==> config.mk <==
export PLATFORM = sky130hd
export DESIGN_NAME = alu_seq_flat
export DESIGN_NICKNAME = d
export VERILOG_FILES = /design/src/rtl/alu_pkg.sv /design/src/rtl/alu_seq_if.sv /design/src/rtl/alu_mul_seq.sv /design/src/rtl/alu_seq.sv /design/src/flat_wrapper.sv
export SDC_FILE = /design/constraint.sdc
export NUM_CORES = 1
export LEC_CHECK = 0
export BUFFER_PORTS_ARGS = -buffer_cell sky130_fd_sc_hd__buf_2
export CAP_MARGIN = 20
export CORE_MARGIN = 3
export CORE_UTILIZATION = 30
export CTS_BUF_LIST = sky130_fd_sc_hd__clkbuf_8
export DETAILED_ROUTE_END_ITERATION = 10
export PLACE_DENSITY = 0.49
export SYNTH_ARGS = -nofsm -noshare
export SYNTH_HDL_FRONTEND = slang
export SYNTH_SLANG_ARGS = --single-unit
==> constraint.sdc <==
create_clock -name clk -period 3.9 [get_ports clk]
set_input_delay 0.975 -clock clk [delete_from_list [all_inputs] [get_ports clk]]
set_output_delay 0.975 -clock clk [all_outputs]
set_load 0.01 [all_outputs]
==> src/rtl/alu_pkg.sv <==
// Shared opcode encodings, flag bit positions, FSM states and opcode decode for alu_seq.
package alu_pkg;

    localparam logic [7:0] OP_AND    = 8'h01;
    localparam logic [7:0] OP_OR     = 8'h02;
    localparam logic [7:0] OP_XOR    = 8'h03;
    localparam logic [7:0] OP_ADD    = 8'h05;
    localparam logic [7:0] OP_SUB    = 8'h09;
    localparam logic [7:0] OP_CMP    = 8'h0B;
    localparam logic [7:0] OP_MOV    = 8'h0D;
    localparam logic [7:0] OP_MUL    = 8'h0E;
    localparam logic [7:0] OP_LSH    = 8'h84;
    localparam logic [7:0] OP_LSHI_L = 8'h80;
    localparam logic [7:0] OP_LSHI_R = 8'h81;

    localparam logic [3:0] NIB_ADDI = 4'h5;
    localparam logic [3:0] NIB_SUBI = 4'h9;
    localparam logic [3:0] NIB_CMPI = 4'hB;
    localparam logic [3:0] NIB_MOVI = 4'hD;

    localparam int FLAG_C = 4;
    localparam int FLAG_L = 3;
    localparam int FLAG_F = 2;
    localparam int FLAG_Z = 1;
    localparam int FLAG_N = 0;

    typedef enum logic {ST_IDLE, ST_MUL} state_t;

    typedef enum logic [3:0] {
        K_AND, K_OR, K_XOR, K_ADD, K_SUB, K_CMP, K_MOV, K_MUL, K_LSH, K_LSHI, K_BAD
    } op_kind_t;

    // Exact R-type/shift encodings win first; I-type forms match on the upper nibble alone.
    function automatic op_kind_t decode_op(input logic [7:0] op);
        case (op)
            OP_AND:               return K_AND;
            OP_OR:                return K_OR;
            OP_XOR:               return K_XOR;
            OP_ADD:               return K_ADD;
            OP_SUB:               return K_SUB;
            OP_CMP:               return K_CMP;
            OP_MOV:               return K_MOV;
            OP_MUL:               return K_MUL;
            OP_LSH:               return K_LSH;
            OP_LSHI_L, OP_LSHI_R: return K_LSHI;
            default: ;
        endcase
        case (op[7:4])
            NIB_ADDI: return K_ADD;
            NIB_SUBI: return K_SUB;
            NIB_CMPI: return K_CMP;
            NIB_MOVI: return K_MOV;
            default:  return K_BAD;
        endcase
    endfunction

endpackage

==> src/rtl/alu_seq_if.sv <==
// Valid/ready operation and result bus between decode and the sequential ALU.
interface alu_seq_if #(
    parameter int BIT_WIDTH    = 16,
    parameter int OPCODE_WIDTH = 8,
    parameter int FLAG_WIDTH   = 5
);
    logic                    in_valid;
    logic                    in_ready;
    logic [OPCODE_WIDTH-1:0] Opcode;
    logic [BIT_WIDTH-1:0]    Rdest;
    logic [BIT_WIDTH-1:0]    Rsrc_Imm;
    logic                    out_valid;
    logic [BIT_WIDTH-1:0]    Result;
    logic [FLAG_WIDTH-1:0]   Flags;
    logic                    op_err;

    modport master (
        output in_valid, Opcode, Rdest, Rsrc_Imm,
        input  in_ready, out_valid, Result, Flags, op_err
    );

    modport slave (
        input  in_valid, Opcode, Rdest, Rsrc_Imm,
        output in_ready, out_valid, Result, Flags, op_err
    );
endinterface

==> src/rtl/alu_mul_seq.sv <==
// Shift-add unsigned multiplier: one partial product per cycle for BIT_WIDTH cycles after start.
module alu_mul_seq #(
    parameter int BIT_WIDTH = 16
) (
    input  logic                   clk,
    input  logic                   rst_n,
    input  logic                   start,
    input  logic [BIT_WIDTH-1:0]   a,
    input  logic [BIT_WIDTH-1:0]   b,
    output logic                   done,
    output logic [2*BIT_WIDTH-1:0] product
);
    localparam int CW = $clog2(BIT_WIDTH);
    localparam logic [CW-1:0] LAST = CW'(BIT_WIDTH - 1);

    logic                   busy;
    logic [CW-1:0]          count;
    logic [2*BIT_WIDTH-1:0] mcand;
    logic [BIT_WIDTH-1:0]   mplier;
    logic [2*BIT_WIDTH-1:0] acc;

    // The final partial sum is exposed combinationally so the caller can register it on the done edge.
    assign product = acc + (mplier[0] ? mcand : '0);
    assign done    = busy && (count == LAST);

    always_ff @(posedge clk or negedge rst_n) begin
        if (!rst_n) begin
            busy   <= 1'b0;
            count  <= '0;
            mcand  <= '0;
            mplier <= '0;
            acc    <= '0;
        end else if (start) begin
            busy   <= 1'b1;
            count  <= '0;
            mcand  <= {{BIT_WIDTH{1'b0}}, a};
            mplier <= b;
            acc    <= '0;
        end else if (busy) begin
            acc    <= product;
            mcand  <= mcand << 1;
            mplier <= mplier >> 1;
            count  <= count + 1'b1;
            if (done) begin
                busy <= 1'b0;
            end
        end
    end
endmodule

==> src/rtl/alu_seq.sv <==
// Registered, handshaked 16-bit ALU with internal flag register.
// Define ALU_MUL_EN to build the sequential MUL opcode and its multiplier.
module alu_seq
    import alu_pkg::*;
#(
    parameter int BIT_WIDTH    = 16,
    parameter int OPCODE_WIDTH = 8,
    parameter int FLAG_WIDTH   = 5
) (
    input logic      clk,
    input logic      rst_n,
    alu_seq_if.slave bus
);
    localparam int CW = $clog2(BIT_WIDTH);

    logic                    accept;
    logic                    pend;
    logic [OPCODE_WIDTH-1:0] op_q;
    logic [BIT_WIDTH-1:0]    a_q, b_q;
    logic [BIT_WIDTH-1:0]    result_q, res_n;
    logic [FLAG_WIDTH-1:0]   flags_q, flags_n;
    logic                    valid_q, err_q, err_n;
    logic [BIT_WIDTH:0]      sum, diff;
    logic [BIT_WIDTH-1:0]    neg_cnt;
    logic [7:0]              op8;
    op_kind_t                kind;

    assign op8     = 8'(op_q);
    assign kind    = decode_op(op8);
    assign neg_cnt = '0 - b_q;
    assign sum     = {1'b0, a_q} + {1'b0, b_q};
    assign diff    = {1'b0, a_q} - {1'b0, b_q};

`ifdef ALU_MUL_EN
    state_t                 state;
    logic                   mul_start, mul_done;
    logic [2*BIT_WIDTH-1:0] mul_product;
    logic [FLAG_WIDTH-1:0]  mul_flags;

    assign bus.in_ready = (state == ST_IDLE);
    assign mul_start    = accept && (8'(bus.Opcode) == OP_MUL);

    alu_mul_seq #(.BIT_WIDTH(BIT_WIDTH)) u_mul (
        .clk     (clk),
        .rst_n   (rst_n),
        .start   (mul_start),
        .a       (bus.Rdest),
        .b       (bus.Rsrc_Imm),
        .done    (mul_done),
        .product (mul_product)
    );

    always_comb begin
        mul_flags         = flags_q;
        mul_flags[FLAG_Z] = (mul_product[BIT_WIDTH-1:0] == '0);
        mul_flags[FLAG_N] = mul_product[BIT_WIDTH-1];
        mul_flags[FLAG_C] = |mul_product[2*BIT_WIDTH-1:BIT_WIDTH];
    end
`else
    assign bus.in_ready = 1'b1;
`endif

    assign accept        = bus.in_valid && bus.in_ready;
    assign bus.out_valid = valid_q;
    assign bus.Result    = result_q;
    assign bus.Flags     = flags_q;
    assign bus.op_err    = err_q;

    // Single-cycle datapath evaluated from the operands latched at acceptance.
    always_comb begin
        res_n   = result_q;
        flags_n = flags_q;
        err_n   = 1'b0;
        case (kind)
            K_AND: res_n = a_q & b_q;
            K_OR:  res_n = a_q | b_q;
            K_XOR: res_n = a_q ^ b_q;
            K_MOV: res_n = b_q;
            K_ADD: begin
                res_n           = sum[BIT_WIDTH-1:0];
                flags_n[FLAG_C] = sum[BIT_WIDTH];
                flags_n[FLAG_F] = (a_q[BIT_WIDTH-1] == b_q[BIT_WIDTH-1]) &&
                                  (sum[BIT_WIDTH-1] != a_q[BIT_WIDTH-1]);
                flags_n[FLAG_Z] = (sum[BIT_WIDTH-1:0] == '0);
                flags_n[FLAG_N] = sum[BIT_WIDTH-1];
            end
            K_SUB: begin
                res_n           = diff[BIT_WIDTH-1:0];
                flags_n[FLAG_C] = diff[BIT_WIDTH];
                flags_n[FLAG_F] = (a_q[BIT_WIDTH-1] != b_q[BIT_WIDTH-1]) &&
                                  (diff[BIT_WIDTH-1] != a_q[BIT_WIDTH-1]);
                flags_n[FLAG_Z] = (diff[BIT_WIDTH-1:0] == '0);
                flags_n[FLAG_N] = diff[BIT_WIDTH-1];
            end
            K_CMP: begin
                flags_n[FLAG_Z] = (a_q == b_q);
                flags_n[FLAG_L] = (a_q < b_q);
                flags_n[FLAG_N] = ($signed(a_q) < $signed(b_q));
            end
            K_LSH: begin
                if (b_q[BIT_WIDTH-1]) begin
                    res_n = (neg_cnt < BIT_WIDTH'(BIT_WIDTH)) ? (a_q >> neg_cnt) : '0;
                end else begin
                    res_n = (b_q < BIT_WIDTH'(BIT_WIDTH)) ? (a_q << b_q) : '0;
                end
            end
            K_LSHI: res_n = op8[0] ? (a_q >> b_q[CW-1:0]) : (a_q << b_q[CW-1:0]);
            default: begin
                res_n = '0;
                err_n = 1'b1;
            end
        endcase
    end

    // Accept latches operands; the following edge registers result and flags together.
    always_ff @(posedge clk or negedge rst_n) begin
        if (!rst_n) begin
`ifdef ALU_MUL_EN
            state    <= ST_IDLE;
`endif
            pend     <= 1'b0;
            op_q     <= '0;
            a_q      <= '0;
            b_q      <= '0;
            result_q <= '0;
            flags_q  <= '0;
            valid_q  <= 1'b0;
            err_q    <= 1'b0;
        end else begin
            valid_q <= 1'b0;
`ifdef ALU_MUL_EN
            pend    <= accept && !mul_start;
`else
            pend    <= accept;
`endif
            if (accept) begin
                op_q <= bus.Opcode;
                a_q  <= bus.Rdest;
                b_q  <= bus.Rsrc_Imm;
            end
            if (pend) begin
                result_q <= res_n;
                flags_q  <= flags_n;
                err_q    <= err_n;
                valid_q  <= 1'b1;
            end
`ifdef ALU_MUL_EN
            case (state)
                ST_IDLE: if (mul_start) state <= ST_MUL;
                ST_MUL: begin
                    if (mul_done) begin
                        result_q <= mul_product[BIT_WIDTH-1:0];
                        flags_q  <= mul_flags;
                        err_q    <= 1'b0;
                        valid_q  <= 1'b1;
                        state    <= ST_IDLE;
                    end
                end
                default: state <= ST_IDLE;
            endcase
`endif
        end
    end
endmodule
==> src/flat_wrapper.sv <==
// flat-port wrapper written by rule: the top's interface ports become plain ports
module alu_seq_flat import alu_pkg::*;
#(
    parameter int BIT_WIDTH    = 16,
    parameter int OPCODE_WIDTH = 8,
    parameter int FLAG_WIDTH   = 5
)
  (clk, rst_n, bus_in_valid, bus_Opcode, bus_Rdest, bus_Rsrc_Imm, bus_in_ready, bus_out_valid, bus_Result, bus_Flags, bus_op_err);
  alu_seq_if #(.BIT_WIDTH(BIT_WIDTH), .OPCODE_WIDTH(OPCODE_WIDTH), .FLAG_WIDTH(FLAG_WIDTH)) bus_i ();
  input logic clk;
  input logic rst_n;
  input wire logic [$bits(bus_i.in_valid)-1:0] bus_in_valid;
  input wire logic [$bits(bus_i.Opcode)-1:0] bus_Opcode;
  input wire logic [$bits(bus_i.Rdest)-1:0] bus_Rdest;
  input wire logic [$bits(bus_i.Rsrc_Imm)-1:0] bus_Rsrc_Imm;
  output wire logic [$bits(bus_i.in_ready)-1:0] bus_in_ready;
  output wire logic [$bits(bus_i.out_valid)-1:0] bus_out_valid;
  output wire logic [$bits(bus_i.Result)-1:0] bus_Result;
  output wire logic [$bits(bus_i.Flags)-1:0] bus_Flags;
  output wire logic [$bits(bus_i.op_err)-1:0] bus_op_err;
  assign bus_i.in_valid = bus_in_valid;
  assign bus_i.Opcode = bus_Opcode;
  assign bus_i.Rdest = bus_Rdest;
  assign bus_i.Rsrc_Imm = bus_Rsrc_Imm;
  assign bus_in_ready = bus_i.in_ready;
  assign bus_out_valid = bus_i.out_valid;
  assign bus_Result = bus_i.Result;
  assign bus_Flags = bus_i.Flags;
  assign bus_op_err = bus_i.op_err;
  alu_seq #(.BIT_WIDTH(BIT_WIDTH), .OPCODE_WIDTH(OPCODE_WIDTH), .FLAG_WIDTH(FLAG_WIDTH)) u_core (.clk(clk), .rst_n(rst_n), .bus(bus_i));
endmodule
Yosys cells after proc, flatten, opt, wreduce, memory -nomap -nowiden
Cells that the tools add are included.
- logic and storage cells: 81
- output and inout bits: 24
- register bits after elaboration: 64
- input port bits: 43
- $lt $le $gt $ge: 4
- bitwise gates (word level): 4
- $add $sub $neg: 3
- mux-type cells: 14
- equality and inequality tests: 28
- shifts and indexed selects: 4
- reduce and logical (&&, ||, !) cells: 14
- operators with widths (kind ; count):
    $pmux 16 s9 ; 1
    $mux 16 ; 4
    $pmux 4 s10 ; 1
    $eq 8x4->1 const B ; 4
    $logic_not 16->1 ; 2
    $lt 16x16->1 ; 2
    $lt 16x5->1 const B ; 2
    $eq 8x8->1 const B ; 3
    $eq 4x4->1 const B ; 5
    $add 16x16->17 ; 1
    $sub 16x16->17 ; 1
    $and 16x16->16 ; 1
    $eq 16x16->1 ; 1
    $eq 4x3->1 const B ; 4
    $eq 8x2->1 const B ; 2
    $or 16x16->16 ; 1
    $pmux 4 s4 ; 1
    $shl 16x16->16 ; 1
    $shl 16x4->16 ; 1
    $shr 16x16->16 ; 1
    $shr 16x4->16 ; 1
    $sub 1x16->16 const A ; 1
    $xor 16x16->16 ; 1
    $reduce_or 11->1 ; 1
    other kinds (18) ; 28

Logic depth before layout (Yosys ltp)
- depth after elaboration: 7
- mapped depth: 15
- gate-level depth less buffers: 13

Worst setup path after synthesis
Ideal clock, no wire load.
- path type: reg2reg
- from: register u_core.b_q[1]
- to: register u_core.result_q[7], in the netlist u_core.bus.Result[7]
- cell stages (with the launch flop): 13
- arrival: 3684 ps
- path slack: 129 ps
- path through: dfrtp_1 > inv_1 > clkbuf_1 > clkbuf_1 > ha_1 > or4b_1 > nor4_1 > a41oi_1 > or4_1 > or3b_1 > o21ai_0 > nand3_1 > o211ai_1
- longest elaborated chain between the ends: 5
- elaborated cells on any way between the ends: 14
- ends and longest elaborated chain (item ; line ; source):
    start: declaration ; alu_seq.sv:19 ; logic [BIT_WIDTH-1:0] a_q, b_q;
    start signal: assignment ; alu_seq.sv:139 ; b_q <= bus.Rsrc_Imm;
    $sub 1x16->16 ; alu_seq.sv:30 ; assign neg_cnt = '0 - b_q;
    $lt 16x5->1 or $shr 16x16->16 (tied branches) ; alu_seq.sv:102 ; res_n = (neg_cnt < BIT_WIDTH'(BIT_WIDTH)) ? (a_q >> neg_cnt) : '0;
    $mux 16 ; alu_seq.sv:102 ;
    $mux 16 ; alu_seq.sv:101 ; if (b_q[BIT_WIDTH-1]) begin
    $pmux 16 s9 * ; alu_seq.sv:74 ; case (kind)
    end signal: assignment ; alu_seq.sv:142 ; result_q <= res_n;
    end: declaration ; alu_seq.sv:20 ; logic [BIT_WIDTH-1:0] result_q, res_n;
Mark *: on every way between the ends. The rest lies on a longest branch, timed or not.
A chain may end at the register's enable or synchronous reset.

Worst setup path in the final report
- from: register u_core.b_q[0]
- to: register u_core.flags_q[1], in the netlist u_core.bus.Flags[1]
- longest elaborated chain between the ends: 3
- elaborated cells on any way between the ends: 6
- ends and longest elaborated chain (item ; line ; source):
    $sub 16x16->17 or $add 16x16->17 (tied branches) ; alu_seq.sv:32, alu_seq.sv:31 ;
    $logic_not 16->1, on equally long branches ; alu_seq.sv:92, alu_seq.sv:84 ;
    $pmux 2 s3 * ; alu_seq.sv:74 ;
    end signal: assignment ; alu_seq.sv:143 ; flags_q <= flags_n;
    end: declaration ; alu_seq.sv:21 ; logic [FLAG_WIDTH-1:0] flags_q, flags_n;
Marks and branches as above.

==> metrics.txt <==
status=finished clean; Flop pwr share=0.260; cts bufs inserted=9; commonest non-fill, non-tap cell in the layout=nand2_1; Design Area, Final=0.00874 sq mm; port bufs=65; vias in the first global route=7725; htree depth=3; CP Class=register to register; hold_buf cts=0; antenna violations before repair=0; worst clock skew=0.0165 ns; first-pass GRT wire length=49200 microns; Synth async-reset ratio=1.00; CTS root buffer=clkbuf_8; hold depth=2; P_int=1.79 mW; # IOs=67; Final #Nets=1165; peak fanout along the critical path=13; CP Capture Type=register; Die Ht=167 microns; CP cell instances=ha_1 -> fa_1 -> a211oi_1 -> o21a_1 -> or2_2 -> xnor2_1 -> nor3_1 -> nand2_1 -> a2111oi_0 -> nand4bb_1 -> o31ai_1; slowest CP cell=dfrtp_2; reg2reg end=u_core.bus.Flags[1]; worst slew pin tran=0.911 ns; filler cell count=2748; highest routed layer=met4; multi-input logic area=0.00558 sq mm; drt first pass iters=5; top_reg_cell synth=dfrtp_1; fmax=279 MHz; final core occ=0.346; quantity of gates resized following cts=0; r2r setup slk=0.31 ns; chip width=167 microns; Final Hold Vio Count=0; CTS clk-pin slew, worst paths=0.09 ns; worst path required time=4.19 ns; register area=0.00160 sq mm; number of routed nets with antenna violations=0; startpoint types=register; hold path startpoint=u_core.bus.Flags[2]; Leakage Power=3.62 nW; postcts setup bufs=0; Total GRT Usage=0.226; Reg2Reg Launch Point=u_core.b_q[0]; Power Density=375 mW/mm^2; row count=58; commonest non-fill, non-tap cells in the layout=121 x nand2_1, 100 x o21ai_0, 93 x nor2_1; Mean Syn Cell Area=7.53 sq um; drt total wl=32300 microns; Final TNS setup=0 ns; Initial Util=0.306; RSZ-0062 raised after global routing=false; wire length per cell=22.9 microns; register area share after synthesis=0.207; DRC viols=0; Final Power=3.28 mW; CP Launch Point=u_core.b_q[0]; GRT overflow=0; Peak VDD IR=183 uV; GPL Wtd Cong=1.01; MaxCap Viol Count=0; die area=0.0278 sq mm; Worst slew margin=0.386; syn_nets=1123; DR WL met2=13800 microns; worst hold endpoint=u_core.bus.Flags[2]; Post-Synthesis Cells=1028; DRT met1 WL=14800 microns; switching share of power=0.455; TritonCTS clock tree=built; EDFF count, synth=0; Area growth, synth to finish=13.0%; final setup violation count=0; largest net degree at the start of global routing=65; Clock Power Share=0.230; Synth Register Bits=64; Netlist cell types=86; Mapped Area=0.00774 sq mm; post-DP HPWL=25200 microns; worst-case clock buffer depth=2; worst hold path type=register to register; placed cell area=0.00849 sq mm; total number of vias=8255; Vias/cell=5.87; Core Area=0.0253 sq mm; worst reg-to-reg path cell count=11; share of power burned in combinational logic=0.510; DRC marker count from the first detailed-route iteration=1046; CP max stage delay=0.51 ns; P_sw=1.49 mW; critical path arrival=3.87 ns; ratio of final minimum period to clock period=0.919; Synth warnings=0; Worst-Skew Late Latency=0.38 ns; clk sinks=64; Max Slew Vio Count=0; DR WL met3=2860 microns; share of cells above drive strength 1=0.165; min Tclk post-route=3.59 ns
[cells in the mapped netlist (all sizes together) (17+ instances only)]
cell / count / area, sq um
a21oi: 60 / 304
a31oi: 19 / 119
buf: 18 / 108
clkbuf: 61 / 230
dfrtp: 64 / 1600
ha: 50 / 626
inv: 59 / 221
mux2: 24 / 270
mux2i: 42 / 420
nand2: 122 / 460
nand3: 19 / 95.1
nor2: 93 / 349
nor3: 24 / 136
o211ai: 17 / 128
o21ai: 104 / 521
o22ai: 21 / 138
xnor2: 31 / 272
[cell type report]
| cell class | instances | share of cell area |
|---|---|---|
| diodes | 1 | 0.000286 |
| clock buffers | 9 | 0.0142 |
| clock inverters | 7 | 0.0143 |
| inverters | 59 | 0.0253 |
| multi-input cells | 826 | 0.638 |
| flip-flops and latches | 64 | 0.183 |
| well taps | 330 | 0.0472 |
| repair buffers | 110 | 0.0773 |
[registers in the layout, summed over array words and instances (netlist names)]
signal and flops:
u_core.a_q 16, u_core.b_q 16, u_core.bus.Flags 5, u_core.bus.Result 16
u_core.bus.op_err 1, u_core.bus.out_valid 1, u_core.op8 8, u_core.pend 1
[how the worst max path moves through the flow]
stage,to,slack [ns],cells after the start
floorplan,u_core.bus.Result[7],0.13,12
global placement,u_core.bus.Result[14],0.46,13
detailed placement,u_core.bus.Flags[1],0.48,11
CTS,u_core.bus.Result[14],0.43,13
global route,u_core.bus.Flags[1],0.06,12
finish,u_core.bus.Flags[1],0.31,11
[cells by family (layout without fill, tap and decap cells)]
kind of cell    Yosys count  after routing  synth area share
compound gates          324            324             0.268
xor+xnor                 34             34            0.0385
fa+ha+maj                52             52            0.0860
buf+inv                 138            185            0.0723
flops                    64             64             0.207
mux                      75             75             0.115
other cells               1              2          0.000485
simple gates            340            340             0.213
[worst max-delay path, delay by kind of cell (launching register included)]
kind	cells	cell delay [ns]
flip-flops	1	0.51
adder cells (fa/ha/maj)	2	0.83
AO/OA/AOI/OAI	4	1.44
AND/OR/NAND/NOR	4	0.63
XOR/XNOR	1	0.08
[routing by layer]
metal  global-route usage  vias up
li1                     -     3840
met1                0.330     3950
met2                0.337      416
met3               0.0472       49
met4               0.0621        0
met5                    0        -
[power by group through the flow]
stage          registers [mW]  clock network, mW  logic (mW)
2_1_floorplan           0.841                  0        1.08
3_3_place_gp            0.864                  0        1.63
3_5_place_dp            0.865                  0        1.62
4_1_cts                 0.852              0.777        1.63
5_1_grt                 0.867              0.797        1.80
6_report                0.854              0.755        1.67
[metrics by stage]
step,hold slack (ns),std cells,setup slack (ns)
floorplan,0.352,1028,0.129
global placement,0.461,1389,0.457
detailed placement,0.468,1389,0.484
CTS,0.489,1405,0.428
global route,0.543,1405,0.0591
finish,0.485,1406,0.315
No activity file was read; power rests on OpenSTA's default activity.
